===== src/rtl/serial_send_if.sv =====
`default_nettype none
// ============================================================================
//  Module      : serial_send_if
//  Description : Word handshake between a data source and serial_send.
//                The source presents DIN/DIN_VALID; the transmitter raises
//                DIN_READY in its load cycle. Transfer = VALID & READY.
//  Revision    : 1.0  initial release
// ============================================================================
interface serial_send_if;
    logic [63:0] DIN;
    logic        DIN_VALID;
    logic        DIN_READY;

    modport master (
        output DIN,
        output DIN_VALID,
        input  DIN_READY
    );

    modport slave (
        input  DIN,
        input  DIN_VALID,
        output DIN_READY
    );
endinterface
`default_nettype wire


===== src/rtl/serial_send.sv =====
`default_nettype none
// ============================================================================
//  Module      : serial_send
//  Description : LVDS DDR serial transmitter. Serializes 64-bit words two bits
//                per CLKS cycle, emits a 1/32-rate FRAME clock whose falling
//                edge marks word boundaries, and offers a PRBS-31 mode with
//                single-bit error injection for BER runs.
//  Revision    : 1.0  initial release
// ============================================================================
module serial_send #(
    parameter logic [63:0] IDLE_WORD = 64'hA5A5_5A5A_0F0F_F0F0,
    parameter logic [30:0] PRBS_SEED = 31'h0000_0001
) (
    input  wire logic        CLKS,
    input  wire logic        RSTXS,
    input  wire logic        MODE,
    input  wire logic        ERR_INJ,
    serial_send_if.slave     din_if,
    output      logic        FRAME,
    output      logic [31:0] WORD_CNT,
    output      logic [1:0]  DOUT
);

    // An all-zero seed would lock the LFSR, so it is replaced by 1.
    localparam logic [30:0] c_seed     = (PRBS_SEED == 31'd0) ? 31'd1 : PRBS_SEED;
    localparam logic [4:0]  c_load_cnt = 5'd31;
    localparam logic [4:0]  c_frame_hi = 5'd15;
    localparam logic [4:0]  c_frame_lo = 5'd30;

    logic [4:0]  cnt_q,      cnt_d;
    logic [63:0] shift_q,    shift_d;
    logic [30:0] lfsr_q,     lfsr_d;
    logic        err_pend_q, err_pend_d;
    logic        frame_q,    frame_d;
    logic [31:0] word_cnt_q, word_cnt_d;
    logic        d0_q,       d1_q;

    logic        w_load;
    logic        w_err_now;
    logic [63:0] w_prbs_word;
    logic [30:0] w_lfsr_adv;
    logic        w_new_bit;
    logic [63:0] w_next_word;
    logic        w_pad_p;

    // Run the LFSR 64 steps ahead; the first generated bit lands in bit 63.
    always_comb begin
        w_lfsr_adv  = lfsr_q;
        w_prbs_word = 64'd0;
        w_new_bit   = 1'b0;
        for (int i = 0; i < 64; i++) begin
            w_new_bit          = w_lfsr_adv[30] ^ w_lfsr_adv[27];
            w_prbs_word[63-i]  = w_new_bit;
            w_lfsr_adv         = {w_lfsr_adv[29:0], w_new_bit};
        end
    end

    // Next-state logic for counter, shifter, LFSR, error flag and frame clock.
    always_comb begin
        w_load           = (cnt_q == c_load_cnt);
        w_err_now        = err_pend_q | ERR_INJ;
        din_if.DIN_READY = w_load & ~MODE;

        if (MODE)
            w_next_word = w_prbs_word;
        else if (din_if.DIN_VALID)
            w_next_word = din_if.DIN;
        else
            w_next_word = IDLE_WORD;

        cnt_d = cnt_q + 5'd1;

        // Frame is high for cnt 16..31 of the register, so it falls on the
        // same edge that loads a new word into the shifter.
        frame_d = (cnt_q >= c_frame_hi) && (cnt_q <= c_frame_lo);

        if (w_load) begin
            shift_d    = w_next_word ^ {w_err_now, 63'd0};
            err_pend_d = 1'b0;
            word_cnt_d = word_cnt_q + 32'd1;
            lfsr_d     = MODE ? w_lfsr_adv : lfsr_q;
        end else begin
            shift_d    = {shift_q[61:0], 2'b00};
            err_pend_d = w_err_now;
            word_cnt_d = word_cnt_q;
            lfsr_d     = lfsr_q;
        end
    end

    // Core state registers.
    always_ff @(posedge CLKS or negedge RSTXS) begin
        if (!RSTXS) begin
            cnt_q      <= 5'd0;
            shift_q    <= 64'd0;
            lfsr_q     <= c_seed;
            err_pend_q <= 1'b0;
            frame_q    <= 1'b0;
            word_cnt_q <= 32'd0;
        end else begin
            cnt_q      <= cnt_d;
            shift_q    <= shift_d;
            lfsr_q     <= lfsr_d;
            err_pend_q <= err_pend_d;
            frame_q    <= frame_d;
            word_cnt_q <= word_cnt_d;
        end
    end

    // DDR output stage: both halves captured on the rising edge (C0-aligned),
    // reset to zero so the pad idles low while RSTXS is asserted.
    always_ff @(posedge CLKS or negedge RSTXS) begin
        if (!RSTXS) begin
            d0_q <= 1'b0;
            d1_q <= 1'b0;
        end else begin
            d0_q <= shift_q[63];
            d1_q <= shift_q[62];
        end
    end

    // Rising half drives D0, falling half D1; the buffer provides P and N.
    always_comb begin
        w_pad_p = CLKS ? d0_q : d1_q;
        DOUT    = {~w_pad_p, w_pad_p};
    end

    assign FRAME    = frame_q;
    assign WORD_CNT = word_cnt_q;

endmodule
`default_nettype wire


===== src/flat_wrapper.sv =====
// flat-port wrapper written by rule: the top's interface ports become plain ports
module serial_send_flat 
#(
    parameter logic [63:0] IDLE_WORD = 64'hA5A5_5A5A_0F0F_F0F0,
    parameter logic [30:0] PRBS_SEED = 31'h0000_0001
)
  (CLKS, RSTXS, MODE, ERR_INJ, FRAME, WORD_CNT, DOUT, din_if_DIN, din_if_DIN_VALID, din_if_DIN_READY);
  serial_send_if din_if_i ();
  input  wire logic CLKS;
  input  wire logic RSTXS;
  input  wire logic MODE;
  input  wire logic ERR_INJ;
  output      logic FRAME;
  output      logic [31:0] WORD_CNT;
  output      logic [1:0] DOUT;
  input wire logic [$bits(din_if_i.DIN)-1:0] din_if_DIN;
  input wire logic [$bits(din_if_i.DIN_VALID)-1:0] din_if_DIN_VALID;
  output wire logic [$bits(din_if_i.DIN_READY)-1:0] din_if_DIN_READY;
  assign din_if_i.DIN = din_if_DIN;
  assign din_if_i.DIN_VALID = din_if_DIN_VALID;
  assign din_if_DIN_READY = din_if_i.DIN_READY;
  serial_send #(.IDLE_WORD(IDLE_WORD), .PRBS_SEED(PRBS_SEED)) u_core (.CLKS(CLKS), .RSTXS(RSTXS), .MODE(MODE), .ERR_INJ(ERR_INJ), .din_if(din_if_i), .FRAME(FRAME), .WORD_CNT(WORD_CNT), .DOUT(DOUT));
endmodule

===== config.mk =====
export PLATFORM = sky130hd
export DESIGN_NAME = serial_send_flat
export DESIGN_NICKNAME = d
export VERILOG_FILES = /design/src/rtl/serial_send_if.sv /design/src/rtl/serial_send.sv /design/src/flat_wrapper.sv
export SDC_FILE = /design/constraint.sdc
export NUM_CORES = 1
export LEC_CHECK = 0
export CORE_MARGIN = 2
export CORE_UTILIZATION = 58
export CTS_CLUSTER_SIZE = 16
export DETAILED_ROUTE_END_ITERATION = 7
export MAX_ROUTING_LAYER = met4
export PLACE_DENSITY_LB_ADDON = 0.3
export SYNTH_ARGS = -nofsm -noshare
export SYNTH_HDL_FRONTEND = slang
export SYNTH_SLANG_ARGS = --single-unit

===== constraint.sdc =====
create_clock -name CLKS -period 3.1 [get_ports CLKS]
set_input_delay 0.62 -clock CLKS [delete_from_list [all_inputs] [get_ports CLKS]]
set_output_delay 0.62 -clock CLKS [all_outputs]
set_load 0.05 [all_outputs]

---- After elaboration in Yosys (flattened, before gate mapping) ----
Cells that the tools add are included.
word-level totals
  flip-flop bits (word level) ............. 136
  input port bits ......................... 69
  output and inout bits ................... 36
operators by class
  add/sub/neg operators ................... 2
  magnitude comparators ................... 2
  equal/unequal tests ..................... 1
  muxes and demuxes ....................... 5
  bitwise operators ....................... 69
  reduce and logical (&&, ||, !) cells .... 2
operator list
  kind                     number
  $mux W64                 3
  $xor A1 B1 Y1            64
  $xor A64 B64 Y64         1
  $add A32 B1 Y32 const B  1
  $add A5 B1 Y5 const B    1
  $eq A5 B5 Y1 const B     1
  $ge A5 B4 Y1 const B     1
  $le A5 B5 Y1 const B     1
  $mux W1                  2
  $not A1 Y1               2
  $reduce_and A2 Y1        1
  $and A1 B1 Y1            1
  $logic_and A1 B1 Y1      1
  $or A1 B1 Y1             1

---- Depth between registers and ports, before layout ----
Gate-level depths: netlist (run 1).
  depth after elaboration ................. 6
  depth in mapped cells ................... 9
  mapped depth without buffers ............ 7

==> reports/results.ini, run 1 <==
[outcome]
status = complete, no violations

[timing]
timing.hold.ws_ns = 0.163
worst_slack_ns = 0.0514
fin_setup_tns_ns = 0
setup_viol = 0
max_slew_margin_pct = 49.4
finClkSkew_ns = 0.00813
slew_viol_final = 0
final_hold_viol_count = 0
rsz0062_at_grt = no
tightest_slew_ns = 0.759

[floorplan]
die_height_um = 110
dieArea_um2 = 12100
start_util_pct = 59.8
num_rows = 38
coreArea_um2 = 10900
die_w_um = 110
io_pins = 105

[routing]
dr.pass1.iters = 5
wl_per_cell_um = 19.8
route.vias.total = 5060
drt_wl_total_mm = 17.0
drt_iter0_markers = 576
drc = 0
routed_via_density = 5.87
antenna_left = 0

[setup_path]
path_cells = clkbuf_16, mux2i_4, clkbuf_16, clkbuf_16, buf_2
worstSetupEndpointType = output pin
cpPeakStageDelay_ns = 0.25
required_ns = 2.48
slowest_stage = buf_2
path_class = clk2out
cp_top_family = buffers and inverters
crit_fanout = 2
crit_buf_inv = 4
cp-start-kind = clock port
cp.arrival_ns = 2.43
rrSetupSlack_ns = 0.69
crit_path_frequent_cell = clkbuf_16

[finish]
insertedDiodeCount = 0
fin_nets = 783
drive_gt1_share_pct = 12.2
area_growth_syn_to_layout_pct = 27.7

[cts]
holdBufCountCts = 0
cts_tree = done
clock_latency_ns = 0.53
cts.clk_slew.worst_paths_ns = 0.06

[place]
io_buffers = 104
place_ws_ns = -0.0438
detailed_place_hpwl_mm = 10.9
gp_congestion = 0.918

[synth]
yosysTopAreaCell = dfrtp_1
syn_area_um2 = 6540
synth.area.top_cells = dfrtp_1 52%, xor2_1 6.6%, xnor2_1 6.3%
yosys_warnings = 0
synth_top_area_share_pct = 51.7
synth_edf_count = 0
synth_flop_cell = dfrtp_1
synthCells = 628
ys_types = 37
seq_area_frac_synth_pct = 52.1
avgSynthCellArea_um2 = 10.4
ys_ff_latch = 136
synth_nets = 702
ys_async_sr_fraction_pct = 100

[power]
clockPowerShare_pct = 52.4
p_int_mw = 3.30
netSwitchingFraction_pct = 22.1
power.switching_uw = 935
seq_power_share_pct = 42.7
power_leakage_nw = 3.89
powerDensity_nw_per_um2 = 507
irDropWorstVdd_uv = 618
p_comb_share_pct = 4.9

[grt]
grtUsageTotal_pct = 31.3
grt_pass1_wl_mm = 26.6
grt_pass1_vias = 5144
grt_max_degree = 81
antenna_found_initial = 0
grt_overflow_total = 0

[worst_hold_path]
hold_path_class = in2async

[run]
maxCapViolations = 0

final timing paths:
check                      depth (start not counted)                  end          startpoint
setup / recovery                                   5              DOUT[1]                CLKS
setup reg to reg                                   7  u_core.WORD_CNT[26]     u_core.cnt_q[0]
hold reg to reg                                    0          u_core.d1_q  u_core.shift_q[62]
hold / removal                                     1          u_core.d1_q               RSTXS
min in group CLKS                                  0          u_core.d1_q  u_core.shift_q[62]
max in group asynchronous                          2    u_core.shift_q[9]               RSTXS
placed cells by master (no fill, tap or decap), types with 2 or more instances in the layout:
cell type	count
a21oi_1	38
a22oi_1	31
and2_1	2
and3_1	8
and4_1	2
buf_12	2
buf_2	2
buf_4	11
bufinv_16	2
clkbuf_1	5
clkbuf_16	23
clkdlybuf4s50_1	99
clkinv_2	5
clkinvlp_4	2
dfrtp_1	135
ha_1	4
inv_1	32
mux2_2	23
nand2_1	38
nand3_1	12
nand4_1	14
nor2_1	42
nor2b_1	3
nor3_1	5
nor4_4	3
o211ai_1	14
o21ai_0	41
o221ai_1	11
xnor2_1	47
xor2_1	49
power groups by stage:
stage | Clock (mW) | Combinational [mW] | Sequential (mW)
finish | 2.22 | 0.209 | 1.81
global route | 2.34 | 0.227 | 1.81
CTS | 2.24 | 0.210 | 1.80
detailed placement | 0.0503 | 0.208 | 1.83
global placement | 0.0503 | 0.206 | 1.83
floorplan | 0.0428 | 0.0570 | 1.83
sequential cells by signal, indices dropped and copies added, names as in the netlist:
register,cells
u_core.FRAME,1
u_core.WORD_CNT,32
u_core.cnt_q,5
u_core.d0_q,1
u_core.d1_q,1
u_core.err_pend_q,1
u_core.lfsr_q,31
u_core.shift_q,64
synthesized netlist by cell type (all sizes together), types with 2 or more instances:
cell type / count
o211ai: 14
xor2: 50
nand3: 14
ha: 5
o221ai: 11
a21oi: 38
and3: 8
xnor2: 48
nand4: 15
mux2: 23
o21ai: 41
clkbuf: 43
nor4: 3
buf: 16
nor2b: 4
and4: 2
nor3: 6
a22oi: 31
inv: 33
nand2: 39
and2: 2
dfrtp: 135
nor2: 42
through the flow:
| stage | total power [mW] | std cells | utilization [%] | cell area, µm² |
|---|---|---|---|---|
| floorplan | 1.93 | 628 | - | 6540 |
| global placement | 2.09 | 824 | 69.8 | 7630 |
| detailed placement | 2.09 | 824 | 69.8 | 7630 |
| CTS | 4.26 | 862 | 76.4 | 8350 |
| global route | 4.38 | 862 | 76.4 | 8350 |
| finish | 4.23 | 862 | 76.4 | 8350 |
logic make-up after synthesis:
logic type                 Yosys count  synth area share (%)
muxes                               24                  4.11
buffers and inverters               92                  5.55
AOI/OAI and AO/OA                  137                  13.1
and+or+nand+nor                    136                  10.9
DFF                                136                  52.1
xor gates and xnor gates            98                  13.4
adders and majority gates            5                 0.957
final cells by class:
type,count,area (µm²)
sequential,136,3400
multi-input combinational,400,2800
fill,696,2580
timing repair buffer,113,1120
clock buffer,31,628
tap,140,175
inverter,32,120
clock inverter,10,106
metal layers:
metal / track usage, % / up-vias / part of all wire, % / wire length (µm)
met5: - / - / 0 / 0
met4: 13.4 / 0 / 2.6 / 446
met3: 9.29 / 40 / 7.5 / 1290
met2: 49.0 / 243 / 50 / 8500
met1: 38.1 / 2484 / 40 / 6800
li1: - / 2293 / - / -
what timing repair did:
| item | in CTS | in global routing |
|---|---|---|
| gates resized for setup | 16 | 0 |
| setup endpoints to repair | 2 | 0 |
| buffers inserted | 0 | 0 |
No activity file was read; power rests on OpenSTA's default activity.
==> run 2: changes to the inputs <==
--- a/config.mk
+++ b/config.mk
@@ -11,6 +11,7 @@
 export DETAILED_ROUTE_END_ITERATION = 7
 export MAX_ROUTING_LAYER = met4
 export PLACE_DENSITY_LB_ADDON = 0.3
+export SLEW_MARGIN = 20
 export SYNTH_ARGS = -nofsm -noshare
 export SYNTH_HDL_FRONTEND = slang
 export SYNTH_SLANG_ARGS = --single-unit
==> results of run 2 <==
The final DEF is identical to that of run 1; final timing and power are the same.
